--- config.mk ---
export PLATFORM = sky130hd
export DESIGN_NAME = reclaim_buffer
export DESIGN_NICKNAME = d
export VERILOG_FILES = /design/src/rtl/reclaim_buffer_pkg.sv /design/src/rtl/reclaim_buffer_lane_compactor.sv /design/src/rtl/reclaim_buffer.sv
export SDC_FILE = /design/constraint.sdc
export NUM_CORES = 1
export LEC_CHECK = 0
export ABC_AREA = 1
export CELL_PAD_IN_SITES_DETAIL_PLACEMENT = 1
export CELL_PAD_IN_SITES_GLOBAL_PLACEMENT = 1
export CORE_UTILIZATION = 45
export CTS_CLUSTER_SIZE = 30
export DETAILED_ROUTE_END_ITERATION = 7
export MAX_ROUTING_LAYER = met4
export PLACE_DENSITY_LB_ADDON = 0.1
export SLEW_MARGIN = 10
export SYNTH_ARGS = -nofsm -noshare
export SYNTH_HDL_FRONTEND = slang
export SYNTH_SLANG_ARGS = --single-unit
export TNS_END_PERCENT = 30
--- constraint.sdc ---
create_clock -name clock -period 7.35 [get_ports clock]
set_clock_uncertainty 0.2 [all_clocks]
set_input_delay 2.205 -clock clock [delete_from_list [all_inputs] [get_ports clock]]
set_output_delay 2.205 -clock clock [all_outputs]
set_load 0.1 [all_outputs]
--- src/rtl/reclaim_buffer_pkg.sv ---
// -----------------------------------------------------------------------------
// reclaim_buffer_pkg
// Purpose : Shared core parameters and typedefs for the freed-register reclaim
//           path that sits between commit and the free list.
// Contents: PHYREG_WIDTH, COMMIT_WIDTH, DRAIN_WIDTH, RECLAIM_DEPTH, phys_reg_t.
// -----------------------------------------------------------------------------
package reclaim_buffer_pkg;

  localparam int PHYREG_WIDTH  = 6;   // physical register index width
  localparam int COMMIT_WIDTH  = 4;   // freed-register lanes per commit group
  localparam int DRAIN_WIDTH   = 2;   // registers handed to the free list per cycle
  localparam int RECLAIM_DEPTH = 16;  // buffer entries, power of two

  typedef logic [PHYREG_WIDTH-1:0] phys_reg_t;

endpackage : reclaim_buffer_pkg

--- src/rtl/reclaim_buffer_lane_compactor.sv ---
// -----------------------------------------------------------------------------
// lane_compactor
// Purpose : Squeezes the reclaimable lanes of a commit group (valid and not the
//           x0 mapping, preg 0) to the bottom of the output, preserving lane
//           order, and reports how many lanes survived.
// Ports   : i_valid    per-lane valid
//           i_preg     per-lane register index, lane 0 in the low bits
//           o_packed   compacted indices, first survivor in the low bits
//           o_wr_count number of survivors, 0..COMMIT_WIDTH
// -----------------------------------------------------------------------------
module lane_compactor
  import reclaim_buffer_pkg::*;
#(
  parameter int COMMIT_WIDTH = reclaim_buffer_pkg::COMMIT_WIDTH,
  parameter int PHYREG_WIDTH = reclaim_buffer_pkg::PHYREG_WIDTH,
  localparam int WCNT_W      = $clog2(COMMIT_WIDTH + 1)
) (
  input  logic [COMMIT_WIDTH-1:0]              i_valid,
  input  logic [COMMIT_WIDTH*PHYREG_WIDTH-1:0] i_preg,
  output logic [COMMIT_WIDTH*PHYREG_WIDTH-1:0] o_packed,
  output logic [WCNT_W-1:0]                    o_wr_count
);

  logic [WCNT_W-1:0]       w_cnt;
  logic [PHYREG_WIDTH-1:0] w_lane_preg;

  // Walk lanes in ascending order; each survivor takes the next free slot.
  always_comb begin
    w_cnt       = '0;
    w_lane_preg = '0;
    o_packed    = '0;
    for (int i = 0; i < COMMIT_WIDTH; i++) begin
      w_lane_preg = i_preg[i*PHYREG_WIDTH +: PHYREG_WIDTH];
      if (i_valid[i] && (w_lane_preg != '0)) begin
        o_packed[w_cnt*PHYREG_WIDTH +: PHYREG_WIDTH] = w_lane_preg;
        w_cnt = w_cnt + WCNT_W'(1);
      end else begin
        w_cnt = w_cnt;
      end
    end
    o_wr_count = w_cnt;
  end

endmodule : lane_compactor

--- src/rtl/reclaim_buffer.sv ---
// -----------------------------------------------------------------------------
// reclaim_buffer
// Purpose : Circular buffer of physical registers freed at commit, drained in
//           order to the free list. Storage, pointers, count and handshakes.
// Ports   : clock, reset      rising-edge clock, synchronous active-high reset
//           commit_valid/preg freed-register lanes from commit
//           commit_ready      room for a full commit group (from registered count)
//           drain_valid/preg  oldest entries, thermometer coded, oldest in lane 0
//           drain_ready       free list takes every asserted drain lane
//           count             number of valid entries
// -----------------------------------------------------------------------------
module reclaim_buffer
  import reclaim_buffer_pkg::*;
#(
  parameter int COMMIT_WIDTH = reclaim_buffer_pkg::COMMIT_WIDTH,
  parameter int DRAIN_WIDTH  = reclaim_buffer_pkg::DRAIN_WIDTH,
  parameter int DEPTH        = reclaim_buffer_pkg::RECLAIM_DEPTH,
  parameter int PHYREG_WIDTH = reclaim_buffer_pkg::PHYREG_WIDTH,
  localparam int PTR_W       = $clog2(DEPTH),
  localparam int CNT_W       = PTR_W + 1
) (
  input  logic                                  clock,
  input  logic                                  reset,
  input  logic [COMMIT_WIDTH-1:0]               commit_valid,
  input  logic [COMMIT_WIDTH*PHYREG_WIDTH-1:0]  commit_preg,
  output logic                                  commit_ready,
  output logic [DRAIN_WIDTH-1:0]                drain_valid,
  output logic [DRAIN_WIDTH*PHYREG_WIDTH-1:0]   drain_preg,
  input  logic                                  drain_ready,
  output logic [CNT_W-1:0]                      count
);

  localparam int WCNT_W = $clog2(COMMIT_WIDTH + 1);

  logic [PHYREG_WIDTH-1:0] r_mem [DEPTH];
  logic [PTR_W-1:0]        r_head;
  logic [PTR_W-1:0]        r_tail;
  logic [CNT_W-1:0]        r_count;

  logic [COMMIT_WIDTH*PHYREG_WIDTH-1:0] w_packed;
  logic [WCNT_W-1:0]                    w_wr_count;
  logic [CNT_W-1:0]                     w_push;
  logic [CNT_W-1:0]                     w_pop;

  lane_compactor #(
    .COMMIT_WIDTH (COMMIT_WIDTH),
    .PHYREG_WIDTH (PHYREG_WIDTH)
  ) u_lane_compactor (
    .i_valid    (commit_valid),
    .i_preg     (commit_preg),
    .o_packed   (w_packed),
    .o_wr_count (w_wr_count)
  );

  // Ready depends on the registered count only, so a same-cycle drain never
  // opens room for a commit group.
  assign commit_ready = (r_count <= CNT_W'(DEPTH - COMMIT_WIDTH));
  assign count        = r_count;

  assign w_push = commit_ready ? CNT_W'(w_wr_count) : '0;
  // Pop count equals popcount(drain_valid) because drain_valid is thermometer.
  assign w_pop  = drain_ready
                ? ((r_count > CNT_W'(DRAIN_WIDTH)) ? CNT_W'(DRAIN_WIDTH) : r_count)
                : '0;

  // Present the oldest entries; lanes beyond the count read as zero.
  always_comb begin
    drain_valid = '0;
    drain_preg  = '0;
    for (int i = 0; i < DRAIN_WIDTH; i++) begin
      if (r_count > CNT_W'(i)) begin
        drain_valid[i]                                 = 1'b1;
        drain_preg[i*PHYREG_WIDTH +: PHYREG_WIDTH]     = r_mem[r_head + PTR_W'(i)];
      end else begin
        drain_valid[i]                                 = 1'b0;
        drain_preg[i*PHYREG_WIDTH +: PHYREG_WIDTH]     = '0;
      end
    end
  end

  // Storage write: survivors go to consecutive slots from the tail (not reset).
  always_ff @(posedge clock) begin
    for (int i = 0; i < COMMIT_WIDTH; i++) begin
      if (CNT_W'(i) < w_push) begin
        r_mem[r_tail + PTR_W'(i)] <= w_packed[i*PHYREG_WIDTH +: PHYREG_WIDTH];
      end
    end
  end

  // Pointer and occupancy update; reset discards everything buffered.
  always_ff @(posedge clock) begin
    if (reset) begin
      r_head  <= '0;
      r_tail  <= '0;
      r_count <= '0;
    end else begin
      r_head  <= r_head + PTR_W'(w_pop);
      r_tail  <= r_tail + PTR_W'(w_push);
      r_count <= r_count + w_push - w_pop;
    end
  end

endmodule : reclaim_buffer
==> metrics.cfg, run 1 <==
[placement]
dp_slack_ns = -0.1117
dp_hpwl_mm = 43.66
port-buffer-count = 50
place_congestion = 1.053
dp.cells = 2159

[pwr]
combPwrFrac_pct = 66.1
p_sw_share_pct = 59.62
leakage_nw = 5.690
power_switching_mw = 2.825
p_int_mw = 1.914
seqPwrFrac_pct = 23.9
irDropWorstVdd_mv = 0.6132
power.density_nw_per_um2 = 370.1
power.share.clock_pct = 10.0

[floorplanning]
io_pins = 51
initial_core_util_pct = 45.91
fp.dieW_um = 162.3
core.rowCount = 58
core_region_area_um2 = 25180
die_area_um2 = 26340
die_h_um = 162.3

[finish]
fin_cells = 2176
nFillCells = 3442
syn_to_final_growth_pct = 10.75
nets = 1902
drive_above_1_share_pct = 10.84

[routing]
route.vias.total = 13930
detail-route-antenna-nets = 0
drc_errors = 0
via_per_inst = 6.400
wire_per_inst_um = 25.87
dr.pass1.iters = 8
routed_wl_mm = 56.29
drt_iter0_drc = 1659

[clock_tree]
cts_buffers = 9
clockBufferDepth = 2
clk_pin_slew_ns = 0.07
h-tree-depth = 3
postCtsSetupRepairBufs = 0
clk_latency_ns = 0.36
cts_hold_buf = 0
cts_resized = 0
cts_tree = built
clock_sinks = 109
clock-root-buffer = clkbuf_16

[worst_setup_path]
startpoint_type = input pin
path_max_fanout = 9
crit_path_max_incr_delay_ns = 0.55
worst-setup-path-type = in2reg
crit_required_ns = 7.34
endpoint_kind = flip-flop
critPathArrivalTime_ns = 7.03
path_cells = clkdlybuf4s50_1 -> nor2_1 -> nand3_1 -> nand2_1 -> inv_2 -> fa_1 -> ha_1 -> inv_1 -> fa_1 -> inv_1 -> nand4_1 -> nand2_2 -> inv_1 -> nor3_1 -> ha_1 -> inv_2 -> nor2_2 -> nand2_2 -> o21bai_2 -> nand2_2 -> a21oi_1 -> o21ai_0 -> a21boi_1
slowest_stage = o21bai_2

[timing]
final-max-slew-violation-count = 0
fin_crit_sh_pct = 95.73
maxSlewHeadroom_pct = 32.14
rsz0062_at_grt = false
whs_ns = 0.4956
period_needed_ns = 7.036
setup_violations = 0
max_freq_mhz = 142.1
worst_pin_slew_ns = 1.015
hold_violations = 0
fin_ws_ns = 0.3137

[logic_synthesis]
synthTopCellsByArea = edfxtp_1, nand2_1, nand3_1
yosysWarnings = 0
synth_top_cell_by_area = edfxtp_1
syn-cell-area_um2 = 11560
ys_types = 61
synth_edf_count = 96
ys_ff_latch = 109
avgSynthCellArea_um2 = 6.448
synth-main-ff-cell = edfxtp_1
synth_top_area_share_pct = 24.94
synthCells = 1793
ys_seq_area_share_pct = 27.19
synthArstFlopShare_pct = 0

[global_routing]
overflow = 0
grt_max_degree = 68
grt_antenna_before_repair = 1
grt_pass1_vias = 13570
grtUsageTotal_pct = 44.49
grt_pass1_wl_mm = 84.70

[status]
status = finished, final reports clean

[flow_run]
maxCapViolations = 0

[worst_hold_path]
hold_path.class = reg2reg

==> layer usage <==
metal | up-vias | GRT usage [%] | wire length (um)
met5 | - | - | 0
met4 | 0 | 20.71 | 3102
met3 | 202 | 7.840 | 6414
met2 | 947 | 66.08 | 24270
met1 | 6647 | 58.56 | 22500
li1 | 6130 | - | -
==> cells by family after synthesis <==
logic type / share of synthesized area [%]
adders and majority gates: 3.745
and+or+nand+nor: 41.13
AOI/OAI and AO/OA: 17.93
buffers and inverters: 9.567
other: 0.06496
DFF: 27.19
xor gates and xnor gates: 0.3788
==> state kept, by name, summed over array words and instances, names as in the netlist <==
name	count
r_mem	96
r_tail	4
r_head	4
count	5
==> metrics by stage <==
| step | power (mW) | util, % | setup TNS (ns) | area (um^2) |
|---|---|---|---|---|
| 6_report | 4.739 | 50.84 | 0 | 12800 |
| 5_1_grt | 4.938 | 50.84 | 0 | 12800 |
| 4_1_cts | 4.639 | 50.75 | 0 | 12780 |
| 3_5_place_dp | 4.167 | 49.68 | -0.6518 | 12510 |
| 3_3_place_gp | 4.081 | 49.68 | 0 | 12510 |
| 2_1_floorplan | 3.177 | - | 0 | 11560 |
==> worst paths after layout <==
kind | start | depth (start not counted) | slack (ns) | to
hold reg to reg | count[0] | 3 | 0.50 | count[0]
setup reg to reg | r_tail[1] | 9 | 3.50 | r_mem[1][1]
hold / removal | count[0] | 3 | 0.50 | count[0]
setup / recovery | commit_preg[10] | 23 | 0.31 | r_mem[8][3]
==> worst max-delay path: cells and delay by family <==
family,cells,cell delay (ns)
AOI/OAI and AO/OA,4,1.05
adders and majority gates,4,1.33
buffers and inverters,6,0.89
and+or+nand+nor,9,1.54
==> synthesized netlist by cell type (all sizes together), types with 4 or more instances <==
cell type,instances
clkbuf,39
o311a,4
a31oi,13
buf,28
o22ai,13
inv,196
nand3,217
nor2,200
a211oi,5
a221oi,9
a21oi,148
dfxtp,13
a21boi,21
o21ai,75
ha,25
nor3,22
nand2,566
fa,6
nand4,32
o221ai,25
xor2,4
o211ai,5
a22oi,9
edfxtp,96
==> final cells by class <==
type,instances,area (um^2),share of cell area (%)
Clock inverter,4,32.53,0.2541
Timing Repair Buffer,102,888.4,6.938
Inverter,199,748.2,5.844
Multi-Input combinational cell,1419,7338,57.31
Tap cell,330,412.9,3.225
Clock buffer,12,236.5,1.847
Antenna cell,1,2.502,0.01954
Sequential cell,109,3144,24.56
==> layout by cell type (no fill, tap or decap), drive strengths merged, types with 25 or more instances in the layout <==
cell type,instances
edfxtp,96
buf,58
nor2,200
nand4,32
inv,197
o21ai,75
nand2,566
nand3,217
clkdlybuf4s50,44
ha,25
o221ai,25
a21oi,148
==> power groups by stage <==
stage                     sequential, mW  combinational [mW]  clock, mW
final                               1.13                3.13      0.473
after global routing                1.13                3.31      0.491
after CTS                           1.11                3.05      0.473
after detailed placement            1.13                3.04          0
after global placement              1.12                2.96          0
after floorplan                     1.08                2.10          0
Power figures use the tool's default switching activity.
==> run 2: changes to the inputs <==
Settings changed: CORE_MARGIN set to 1.
==> results of run 2 <==
The final DEF is identical to that of run 1; final timing and power are the same.
==> run 3: changes to the inputs <==
Settings changed: HOLD_SLACK_MARGIN set to 0.12.
==> results of run 3 <==
The final DEF is identical to that of run 1; final timing and power are the same.
==> edit 1: new RTL, flow settings as in run 2 <==
`COMMIT_WIDTH`: 4 -> 2.
--- a/src/rtl/reclaim_buffer_pkg.sv
+++ b/src/rtl/reclaim_buffer_pkg.sv
@@ -8,5 +8,5 @@
 
   localparam int PHYREG_WIDTH  = 6;   // physical register index width
-  localparam int COMMIT_WIDTH  = 4;   // freed-register lanes per commit group
+  localparam int COMMIT_WIDTH  = 2;   // freed-register lanes per commit group
   localparam int DRAIN_WIDTH   = 2;   // registers handed to the free list per cycle
   localparam int RECLAIM_DEPTH = 16;  // buffer entries, power of two
Ports: changed (resized commit_preg and commit_valid); port bits go from 51 to 37. The function was not compared with the original's and may differ.
==> edit 1 against run 2 <==
Sequential share of layout area increased by 12 points; total power is 35% lower; first-iteration DRC count fell by 55%; setup slack improved by 1.1 ns; sequential cell count is the same; global-route usage is 12 points lower; area after synthesis is 29% lower; via count down 44%; design area decreased by 32%; count of clock-buffer cells in the layout decreased by 3; synthesized cell count decreased by 37%; routed wire length is 50% lower; largest power group unchanged; highest routed layer unchanged.
==> edit 1: results (changes against run 2) <==
| Metric | Value |
|---|---|
| Most frequent cells after synthesis | `446 x nand2_1, 172 x nand3_1, 96 x edfxtp_1` |
| Vias in the first global route | `7352 (-46%)` |
| Pint | `1430 uW (-25%)` |
| Hold WS | `0.325 ns (-0.171 ns)` |
| Critical Path Sink | `drain_preg[2]` |
| DR WL/cell | `20.5 um (-21%)` |
| GR Util met2 | `46.9% (-19 points)` |
| P_leak | `0.00406 uW (-29%)` |
| Status | `finished clean` |
| Synth cell types | `37 (-39%)` |
| Reg2reg end | `count[4]$_SDFF_PP0_` |
| Slew @ Worst Pin | `0.988 ns (-0.0263 ns)` |
| Post-detail-place hpwl | `19700 um (-55%)` |
| Register area share after synthesis | `38.5% (+11 points)` |
| # nets final | `1170 (-38%)` |
| WL met2 | `12000 um (-50%)` |
| Worst reg2reg path startpoint | `count[4]$_SDFF_PP0_` |
| CP max FO | `57 (+48)` |
| Flop2flop setup slack | `4.27 ns (+0.77 ns)` |
| First-pass GRT wire length | `43000 um (-49%)` |
| DR vias | `7751 (-44%)` |
| Antenna violations before repair | `0 (-1)` |
| TritonRoute pass-1 iters | `5 (-3)` |
| ANT cells | `0 (-1)` |
| Worst endpoint data arrival time | `3.51 ns (-3.52 ns)` |
| Share of cells above drive strength 1 | `8.60% (-2.2 points)` |
| I/O Buffers | `36 (-28%)` |
## edit 1: cell types whose count changed in the layout (fill, tap and decap cells not counted), moves of 13 or more
| cell | before | now |
|---|---|---|
| inv_1 | 176 | 95 |
| a21boi_1 | 19 | 0 |
| nor3_1 | 14 | 1 |
| nand4_1 | 31 | 1 |
| o22ai_1 | 13 | 0 |
| o21ai_0 | 56 | 34 |
| o221ai_1 | 25 | 0 |
| nand2_1 | 542 | 446 |
| buf_4 | 57 | 14 |
| a21oi_1 | 146 | 34 |
| nor2_2 | 26 | 1 |
| clkdlybuf4s50_1 | 44 | 30 |
| nand3_1 | 201 | 172 |
| nor2_1 | 157 | 73 |
## edit 1: metrics by stage
step | std cells | setup WS [ns] | total power (uW) | area [um^2] | utilization (%)
CTS | 1365 | 1.42 | 3080 | 8680 | 49.7
global route | 1365 | 1.17 | 3240 | 8680 | 49.7
global placement | 1349 | 1.42 | 2570 | 8380 | 48.0
detailed placement | 1349 | 1.27 | 2590 | 8380 | 48.0
floorplan | 1138 | 0.960 | 2170 | 8160 | -
finish | 1365 | 1.43 | 3090 | 8680 | 49.7
## edit 1: final cells by class
cell class	instances	area (um^2)	share of cell area, %
clock buffer	9	225	2.59
timing repair buffer	44	405	4.67
inverter	115	433	4.99
tap	225	282	3.24
multi-input combinational	856	4120	47.4
sequential	109	3150	36.2
clock inverter	7	73.8	0.850
## edit 1: cells by family (layout without fill, tap and decap cells)
logic type / after synthesis / count (layout) / synth area share (%)
AND/OR/NAND/NOR: 740 / 740 / 40.9
flip-flops: 109 / 109 / 38.5
XOR/XNOR: 5 / 5 / 0.629
adder cells (fa/ha/maj): 18 / 18 / 3.04
AO/OA/AOI/OAI: 90 / 90 / 5.77
buffers and inverters: 173 / 175 / 11.1
other: 2 / 3 / 0.0921
==> edit 2: new RTL, config.mk and constraints of run 2 <==
Made on the original files. Register the output `count` once more, cleared by the reset; this adds one clock of latency there. The other outputs are not delayed to match. Comments in the files are not updated.
--- a/src/rtl/reclaim_buffer.sv
+++ b/src/rtl/reclaim_buffer.sv
@@ -56,5 +56,11 @@
   // opens room for a commit group.
   assign commit_ready = (r_count <= CNT_W'(DEPTH - COMMIT_WIDTH));
-  assign count        = r_count;
+  always_ff @(posedge clock) begin
+    if (reset) begin
+      count <= '0;
+    end else begin
+      count <= r_count;
+    end
+  end
 
   assign w_push = commit_ready ? CNT_W'(w_wr_count) : '0;
Formal check against the unedited RTL: not equivalent (Yosys sat finds a counterexample within 4 cycles, from zero or initial values and one cycle with reset high).
==> edit 2 against run 2 <==
Setup slack gained 0.025 ns; maximum frequency increased by 0.36%; total power up 4.7%; count of clock-buffer cells in the layout increased by 6; sequential cell count grew 5; final cell count is 5.4% higher; design area up 5.9%; routed wire length decreased by 0.25%; area after synthesis grew 3.7%; critical endpoint is now r_mem[13][2]$_DFFE_PP_.
==> edit 2: results (changes against run 2) <==
| Metric | Value |
|---|---|
| Placement Setup Slack | `0.00344 ns (+0.115 ns)` |
| CP delay by family, top | `simple AND/OR/NAND/NOR gates` |
| Adder-cell area share of the yosys netlist | `3.61% (-0.13 points)` |
| Most frequent cells after synthesis | `528 x nand2_1, 272 x nor2_1, 218 x inv_1` |
| Worst slew margin | `26.0% (-6.1 points)` |
| Placed inst area | `12900 um^2 (+3.4%)` |
| Vias in the first global route | `13800 (+1.5%)` |
| CP startpoint | `commit_preg[16]` |
| P_leak | `0.00640 uW (+12%)` |
| CP max FO | `10 (+1)` |
| Clk root buf | `clkbuf_16` |
| Peak supply drop | `536 uV (-13%)` |
| Critical path's slowest cell | `fa_1` |
| Register area share after synthesis | `27.1% (-0.13 points)` |
| Htree depth | `4 (+1)` |
| Largest net degree at the start of global routing | `64 (-5.9%)` |
| Avg Inst Size Synth | `6.34 um^2 (-1.7%)` |
| FMAX | `143 MHz (+0.36%)` |
| Post-detailed-routing wire length | `56100 um (-0.25%)` |
| Share of cells above drive strength 1 | `10.7% (-0.11 points)` |
| Vias/cell | `6.11 (-4.5%)` |
| CTS buffer count | `17 (+8)` |
| Flop2flop setup slack | `3.85 ns (+0.35 ns)` |
| CP peak stage delay | `0.52 ns (-0.03 ns)` |
| Critical Path Sink | `r_mem[13][2]$_DFFE_PP_` |
| Post-detail-place hpwl | `41800 um (-4.2%)` |
| Iteration-0 DRC Markers | `1679 (+1.2%)` |
| Switching share of power | `54.9% (-4.7 points)` |
| Worst Reg-to-Reg Cells | `8 (-1)` |
| Status | `finished clean` |
| Worst endpoint data arrival time | `7.08 ns (+0.05 ns)` |
| Resized cells post-CTS | `0 (unchanged)` |
| TritonRoute pass-1 iters | `6 (-2)` |
| Non-filler instance count after layout | `2294 (+5.4%)` |
| Reg2reg end | `r_mem[6][0]$_DFFE_PP_` |
| Compound-Gate Fraction of Synth Area | `16.1% (-1.8 points)` |
| Worst reg2reg path startpoint | `r_tail[2]$_SDFF_PP0_` |
| Total track usage | `42.9% (-1.6 points)` |
| Post-synthesis xor/xnor area fraction | `0.511% (+0.13 points)` |
| GPL Wtd Cong | `1.01 (-3.8%)` |
edit 2: cell types whose count changed after synthesis, sizes merged, moves of 9 or more:
cell | before | now
a21oi | 148 | 130
buf | 28 | 39
inv | 196 | 240
nand2 | 566 | 552
nand3 | 217 | 226
nand3b | 0 | 10
nand4 | 32 | 13
nor2 | 200 | 302
o21ai | 75 | 53
o22ai | 13 | 4
edit 2: cell type report:
class / instances / area, um^2
timing repair buffer: 106 / 946
multi-input combinational: 1463 / 7420
tap: 335 / 419
fill: 3578 / 12500
clock inverter: 14 / 188
inverter: 242 / 912
clock buffer: 18 / 429
sequential: 114 / 3240
antenna: 2 / 5.00
edit 2: per-layer routing:
metal  vias up  global-route usage (%)  wire length, um
met5         -                       -                0
met4         0                    25.0             3370
met3       227                    9.82             5430
met2       803                    67.3            25400
met1      6656                    50.3            22000
li1       6335                       -                -
edit 2: power groups by stage:
stage	Clock [uW]	Sequential (uW)	Combinational, uW
after CTS	914	1110	2860
final	916	1130	2920
after global placement	0	1110	2770
after detailed placement	0	1120	2830
after global routing	933	1130	3100
after floorplan	0	1060	2030
edit 2: worst min path at each step:
stage / from / end / slack, ns / depth (start not counted)
floorplan: r_count[1]$_SDFF_PP0_ / count[1]$_SDFF_PP0_ / 0.26 / 2
CTS: r_count[4]$_SDFF_PP0_ / count[4]$_SDFF_PP0_ / 0.32 / 2
finish: r_count[4]$_SDFF_PP0_ / count[4]$_SDFF_PP0_ / 0.30 / 2
global placement: r_count[3]$_SDFF_PP0_ / count[3]$_SDFF_PP0_ / 0.29 / 2
detailed placement: r_count[4]$_SDFF_PP0_ / count[4]$_SDFF_PP0_ / 0.31 / 2
global route: r_count[4]$_SDFF_PP0_ / count[4]$_SDFF_PP0_ / 0.35 / 2
